--- src/rtl/param_memory_if.sv ---
// Request/response bundle for param_memory.
//
// Handshake: there is no ready signal. A request (wr and/or rd with a and
// d_in) is presented for one cycle and is taken at the next rising edge
// when busy is low; while busy is high the request is silently dropped.
// Responses are registered: q/valid/err reflect the request sampled at the
// previous edge.
//
// Signals:
//   wr, rd   request strobes (master -> slave)
//   a        word address
//   d_in     write data
//   q        registered read data
//   valid    one-cycle strobe, q updated by a read
//   busy     clear sequence running, requests ignored
//   err      one-cycle strobe, previous request was out of range
//   state    debug view of the controller state (0 = CLEAR, 1 = READY)
interface param_memory_if #(
  parameter int DATA_W = 4,
  parameter int ADDR_W = 4
) ();
  logic              wr;
  logic              rd;
  logic [ADDR_W-1:0] a;
  logic [DATA_W-1:0] d_in;
  logic [DATA_W-1:0] q;
  logic              valid;
  logic              busy;
  logic              err;
  logic              state;

  modport master (
    output wr, rd, a, d_in,
    input  q, valid, busy, err, state
  );

  modport slave (
    input  wr, rd, a, d_in,
    output q, valid, busy, err, state
  );
endinterface

--- src/rtl/param_memory.sv ---
// Parametrised single-port synchronous memory with a post-reset clear
// sequencer.
//
// After reset every implemented word is written with zero, one word per
// edge, while busy is high. Afterwards reads are registered (one-cycle
// latency, valid strobe) and a simultaneous write+read to the same word
// returns the new data (write-first). Addresses >= DEPTH are never written,
// read back as zero and raise err for one cycle.
//
// Ports:
//   clk    clock, all state changes on the rising edge
//   rstn   synchronous active-low reset
//   bus    param_memory_if slave modport (wr, rd, a, d_in, q, valid,
//          busy, err, state)
module param_memory #(
  parameter int DATA_W = 4,
  parameter int ADDR_W = 4,
  parameter int DEPTH  = 16
) (
  input logic           clk,
  input logic           rstn,
  param_memory_if.slave bus
);

  localparam logic [0:0] ST_CLEAR = 1'b0;
  localparam logic [0:0] ST_READY = 1'b1;

  // Counter is one bit wider than the address so DEPTH = 2**ADDR_W can be
  // represented and compared against without wrapping.
  localparam logic [ADDR_W:0] DEPTH_W = (ADDR_W+1)'(DEPTH);
  localparam logic [ADDR_W:0] LAST    = (ADDR_W+1)'(DEPTH - 1);
  localparam logic [ADDR_W:0] ONE     = (ADDR_W+1)'(1);

  logic [DATA_W-1:0] mem [DEPTH];

  logic [0:0]        state;
  logic [ADDR_W:0]   cnt;

  logic              clearing;
  logic              in_range;
  logic              we;
  logic [ADDR_W-1:0] waddr;
  logic [DATA_W-1:0] wdata;

  assign clearing = (state == ST_CLEAR);
  assign in_range = ({1'b0, bus.a} < DEPTH_W);

  // One write port shared between the clear sequencer and user writes.
  assign we    = rstn && (clearing || (bus.wr && in_range));
  assign waddr = clearing ? cnt[ADDR_W-1:0] : bus.a;
  assign wdata = clearing ? '0 : bus.d_in;

  assign bus.state = state[0];

  // Storage has no reset: reset only restarts the clear sequence.
  always_ff @(posedge clk) begin
    if (we) begin
      mem[waddr] <= wdata;
    end
  end

  always_ff @(posedge clk) begin
    if (!rstn) begin
      state     <= ST_CLEAR;
      cnt       <= '0;
      bus.q     <= '0;
      bus.valid <= 1'b0;
      bus.err   <= 1'b0;
      bus.busy  <= 1'b1;
    end else if (clearing) begin
      bus.valid <= 1'b0;
      bus.err   <= 1'b0;
      cnt       <= cnt + ONE;
      if (cnt == LAST) begin
        state    <= ST_READY;
        bus.busy <= 1'b0;
      end
    end else begin
      bus.valid <= bus.rd;
      bus.err   <= (bus.wr || bus.rd) && !in_range;
      if (bus.rd) begin
        if (!in_range) begin
          bus.q <= '0;
        end else if (bus.wr) begin
          bus.q <= bus.d_in;
        end else begin
          bus.q <= mem[bus.a];
        end
      end
    end
  end

endmodule

--- src/flat_wrapper.sv ---
// flat-port wrapper written by rule: the top's interface ports become plain ports
module param_memory_flat 
#(
  parameter int DATA_W = 4,
  parameter int ADDR_W = 4,
  parameter int DEPTH  = 16
)
  (clk, rstn, bus_wr, bus_rd, bus_a, bus_d_in, bus_q, bus_valid, bus_busy, bus_err, bus_state);
  param_memory_if #(.DATA_W(DATA_W), .ADDR_W(ADDR_W)) bus_i ();
  input logic clk;
  input logic rstn;
  input wire logic [$bits(bus_i.wr)-1:0] bus_wr;
  input wire logic [$bits(bus_i.rd)-1:0] bus_rd;
  input wire logic [$bits(bus_i.a)-1:0] bus_a;
  input wire logic [$bits(bus_i.d_in)-1:0] bus_d_in;
  output wire logic [$bits(bus_i.q)-1:0] bus_q;
  output wire logic [$bits(bus_i.valid)-1:0] bus_valid;
  output wire logic [$bits(bus_i.busy)-1:0] bus_busy;
  output wire logic [$bits(bus_i.err)-1:0] bus_err;
  output wire logic [$bits(bus_i.state)-1:0] bus_state;
  assign bus_i.wr = bus_wr;
  assign bus_i.rd = bus_rd;
  assign bus_i.a = bus_a;
  assign bus_i.d_in = bus_d_in;
  assign bus_q = bus_i.q;
  assign bus_valid = bus_i.valid;
  assign bus_busy = bus_i.busy;
  assign bus_err = bus_i.err;
  assign bus_state = bus_i.state;
  param_memory #(.DATA_W(DATA_W), .ADDR_W(ADDR_W), .DEPTH(DEPTH)) u_core (.clk(clk), .rstn(rstn), .bus(bus_i));
endmodule
--- config.mk ---
export PLATFORM = sky130hd
export DESIGN_NAME = param_memory_flat
export DESIGN_NICKNAME = d
export VERILOG_FILES = /design/src/rtl/param_memory_if.sv /design/src/rtl/param_memory.sv /design/src/flat_wrapper.sv
export SDC_FILE = /design/constraint.sdc
export NUM_CORES = 1
export LEC_CHECK = 0
export CORE_UTILIZATION = 45
export DETAILED_ROUTE_END_ITERATION = 8
export PLACE_DENSITY = 0.66
export SLEW_MARGIN = 20
export SYNTH_ARGS = -nofsm -noshare
export SYNTH_HDL_FRONTEND = slang
export SYNTH_SLANG_ARGS = --single-unit
export TNS_END_PERCENT = 20
--- constraint.sdc ---
create_clock -name clk -period 1.5 [get_ports clk]
set_input_delay 0.15 -clock clk [delete_from_list [all_inputs] [get_ports clk]]
set_output_delay 0.15 -clock clk [all_outputs]
set_load 0.01 [all_outputs]
After elaboration in Yosys (flattened, before gate mapping)
Memory sizes are Yosys's and may differ from the RTL's. A register that Yosys moved wholly into a read port is not among the register bits.
Index checks and enable logic that the tools add are counted.
{"block": "word_totals", "regBits": 8, "latch_bits": 0, "mem_bits_rw": 64, "romBits": 0, "mem_count": 1}
{"block": "classes", "addsub": 1, "multipliers": 0, "div_mod_pow": 0, "magnitude_cmp": 0, "eq_ne": 1, "n_shift": 0, "n_mux": 6, "bitwise": 1, "n_reduce_logical": 6}
{"name": "u_core.mem", "words": 16, "width": 4, "rd": 1, "rd_ports_with_merged_regs": 1, "write_ports": 1, "line": "param_memory.sv:34", "rtl": "logic [DATA_W-1:0] mem [DEPTH];"}
{"op": "$mux W4", "count": 2}
{"op": "$reduce_and A2 Y1", "count": 3}
{"op": "$add A5 B1 Y5 const B", "count": 1}
{"op": "$eq A5 B4 Y1 const B", "count": 1}
{"op": "$mux W1", "count": 4}
{"op": "$logic_and A1 B1 Y1", "count": 1}
{"op": "$logic_not A1 Y1", "count": 1}
{"op": "$logic_or A1 B1 Y1", "count": 1}
{"op": "$not A1 Y1", "count": 1}

Depth between registers and ports, before layout
{"block": "logic_depth", "ltp_word": 5, "ltp_mapped": 6, "mapped_depth_nobuf": 6}

Least setup slack after synthesis
No wires, ideal clock.
{"block": "synth_path", "path_type": "register -> register", "from": "reg u_core.state (netlist: u_core.bus.state)", "to": "mem u_core.mem[11][0], enable pin", "arrival_time_ns": 1.403, "required_ns": 1.171, "slack_ns": -0.232, "path_stages_with_launch": 7, "path_buffers": 2, "synth_period_minus_slack_ns": 1.732, "cell_sequence": "dfxtp_1 -> clkbuf_1 -> buf_2 -> nand3_1 -> o21ai_0 -> nand3_1 -> nor2_1"}
{"block": "synth_between", "elab_chain_cells": 5, "word_cells_on_any_way": 6, "cone_classes": "mux: 3; bitwise: 1; reduce/logical: 2"}
{"item": "start: declaration", "line": "param_memory.sv:36", "rtl": "logic [0:0] state;"}
{"item": "start signal: assignment", "line": "param_memory.sv:64", "rtl": "state <= ST_CLEAR;"}
{"item": "start signal: assignment", "line": "param_memory.sv:75", "rtl": "state <= ST_READY;"}
{"item": "$not A1 Y1 (no line)"}
{"item": "$logic_or A1 B1 Y1", "line": "param_memory.sv:49", "rtl": "assign we = rstn && (clearing || (bus.wr && in_range));"}
{"item": "$logic_and A1 B1 Y1", "line": "param_memory.sv:49"}
{"item": "$mux W1", "line": "param_memory.sv:57", "rtl": "if (we) begin"}
{"item": "$mux W1 (implied by the code)", "line": "param_memory.sv:58", "rtl": "mem[waddr] <= wdata;"}
{"item": "end: declaration", "line": "param_memory.sv:34"}
Parallel ways exist; a longest one is shown, timed or not.

==> impl_metrics.yaml <==
status:
  status: "finished, violations left"
  violations: "setup timing"
synth:
  synthArstFlopShare_pct: 0
  syn_nets: 245
  synth_edf_count: 64
  synthFlopType: "edfxtp_1"
  ys_seq_area_share_pct: 67.1
  syn_inst: 231
  yosysWarnings: 0
  synth.avg_cell_area_um2: 13.9
  synth_seq_cells: 76
  synth_cell_types: 35
  netlist_area_um2: 3220
floorplanning:
  design.portCount: 20
  start_util_pct: 46.9
  core-area_um2: 6870
  die_w_um: 86.6
  die_area_um2: 7500
  row_count: 30
  die_h_um: 86.6
clock_tree:
  cts_max_level: 3
  cts.clk_slew.worst_paths_ns: 0.08
  cts-root-buf: "clkbuf_8"
  worst_skew_pair.late_latency_ns: 0.34
  hold_buffers: 0
  clkSinkCount: 76
  cts_tree: "done"
  cts_buffers: 9
  cts_buffer_depth: 2
  postCtsSetupBuffers: 0
worst_setup_path:
  cp_max_fo: 8
  slowest_delay_ns: 0.50
  cp.required_ns: 1.72
  path_cells: "clkdlybuf4s50_1, buf_6, mux4_2, a22o_1, nor3_2, o2bb2ai_1"
  startpoint_type: "input pin"
  ff2ff_path_depth: 4
  reg2reg_to: "u_core.mem[9][1]"
  critPathKind: "in -> reg"
  ff2ff_setup_slack_ns: 0.01
  r2r-start: "u_core.bus.state"
  crit_arrival_ns: 1.74
  crit_path_top_delay_cell: "mux4_2"
  end_kind: "flop"
  cp-startpoint: "bus_a[2]"
routing:
  routed_via_density: 5.21
  drt-initial-drc-count: 169
  routedWlPerCell_um: 16.8
  dr.pass1.iters: 4
  wl_um: 6460
  vias: 2001
  final_antenna_net_count: 0
  drc: 0
timing:
  finClkSkew_ns: 0.0113
  report.final.hold_viol_count: 0
  slew_violations: 0
  finalCriticalPeriod_ns: 1.52
  fmax_mhz: 658
  maxSlewHeadroom_pct: 54.9
  worst_pin_slew_ns: 0.676
  fin_crit_sh_pct: 101
  setup_viol: 1
  rsz0062_at_grt: "true"
  setup_ws_ns: -0.0203
place:
  portBuffers: 18
  place_congestion: 0.772
  dp_hpwl_um: 4550
min_path:
  min_to: "u_core.bus.busy"
  worstHoldPathType: "reg -> reg"
  hold_depth: 2
  hold_start: "u_core.bus.busy"
finish:
  drive_gt1_share_pct: 27.8
  antennaDiodeCount: 0
  areaGrowthSynthToFinish_pct: 25.1
  final_util_pct: 58.7
  final_common_cell: "edfxtp_1"
  final_cell_mix: "edfxtp_1, buf_4, mux2i_1"
  fin_nets: 297
power:
  power_leakage_nw: 1.42
  finalPower_mw: 4.42
  peakVddDrop_uv: 390
  powerDensity_nw_per_um2: 1100
grt:
  grt_pass1_vias: 1976
  track_usage_pct: 18.9
  grt_overflow: 0
  grt_pass1_wl_um: 10100
  antenna_found_initial: 0
  grt_max_degree: 20
flow_run:
  cap_viol_max_count: 0
logic make-up (layout without fill, tap and decap cells):
| logic type | after synthesis | count (layout) | synth area share, % |
|---|---|---|---|
| AO/OA/AOI/OAI | 33 | 33 | 6.84 |
| XOR/XNOR | 3 | 3 | 0.816 |
| adder cells (fa/ha/maj) | 2 | 2 | 0.777 |
| buffers and inverters | 16 | 73 | 2.41 |
| flip-flops | 76 | 76 | 67.1 |
| multiplexers | 30 | 30 | 11.0 |
| other | 1 | 1 | 0.116 |
| AND/OR/NAND/NOR | 70 | 70 | 10.9 |
layer usage:
layer,vias up,wire length [um],global-route usage [%]
met1,970,2920,23.2
met2,59,3130,30.4
li1,961,-,-
met4,0,123,11.2
met5,-,0,0
met3,11,280,4.57
cell type report:
| cell class | count | area (um^2) |
|---|---|---|
| Clock buffer | 10 | 128 |
| Clock inverter | 6 | 113 |
| Fill cell | 546 | 2840 |
| Inverter | 4 | 15.0 |
| Multi-Input combinational cell | 139 | 1020 |
| Sequential cell | 76 | 2170 |
| Tap cell | 96 | 120 |
| Timing Repair Buffer | 53 | 465 |
per-stage QoR:
step | worst slack (ns) | TNS [ns] | area [um^2] | hold slack (ns) | cells
after global routing | -0.0795 | -2.95 | 4030 | 0.476 | 384
after detailed placement | -0.411 | -22.02 | 3740 | 0.459 | 368
after global placement | -0.389 | -19.56 | 3740 | 0.453 | 368
after floorplan | -0.00732 | -0.117 | 3250 | 0.278 | 231
final | -0.0203 | -0.0203 | 4030 | 0.472 | 384
after CTS | -0.0164 | -0.0164 | 4010 | 0.472 | 384
repair_timing:
item | CTS | global route
gates resized for setup | 8 | 11
pin swaps | 6 | 0
endpoints found under the setup margin | 42 | 98
endpoints found under the hold margin | 0 | 0
cell usage after synthesis, drive strengths merged, types with 4 or more instances:
| master | n | share of area (%) |
|---|---|---|
| edfxtp | 64 | 60 |
| nand2 | 16 | 1.9 |
| inv | 4 | 0.47 |
| mux2 | 4 | 1.4 |
| nor3 | 5 | 1.4 |
| nor2 | 25 | 2.9 |
| mux2i | 22 | 6.8 |
| and2 | 8 | 1.6 |
| o21ai | 12 | 1.9 |
| dfxtp | 12 | 7.5 |
| o22ai | 4 | 0.78 |
| mux4 | 4 | 2.8 |
| o221ai | 4 | 1.1 |
| o2bb2ai | 4 | 1.1 |
| buf | 7 | 1.4 |
| clkbuf | 5 | 0.58 |
| a22o | 4 | 1.1 |
| nand2b | 4 | 0.78 |
worst max-delay path by stage:
stage,endpoint,slack [ns],depth (start not counted)
2_1_floorplan,u_core.mem[3][0],-0.007,5
3_3_place_gp,u_core.bus.q[0],-0.39,6
3_5_place_dp,u_core.mem[5][1],-0.41,6
4_1_cts,u_core.bus.q[0],-0.02,6
5_1_grt,u_core.mem[8][3],-0.08,4
6_report,u_core.bus.q[0],-0.02,6
critical path, delay by kind of cell:
kind | cells | cell delay [ns]
muxes | 1 | 0.50
buffers and inverters | 2 | 0.62
AOI/OAI and AO/OA | 2 | 0.32
and+or+nand+nor | 1 | 0.14
registers in the layout, summed over array words and instances (netlist names):
signal / count
u_core.bus.valid: 1
u_core.bus.q: 4
u_core.bus.state: 1
u_core.bus.busy: 1
u_core.cnt: 5
u_core.mem: 64
report_power, final:
part,internal [mW],switching (mW)
clock,1.11,0.713
combinational,0.156,0.145
sequential,2.28,0.0169
total,3.55,0.875
(Power assumes the default switching activity.)
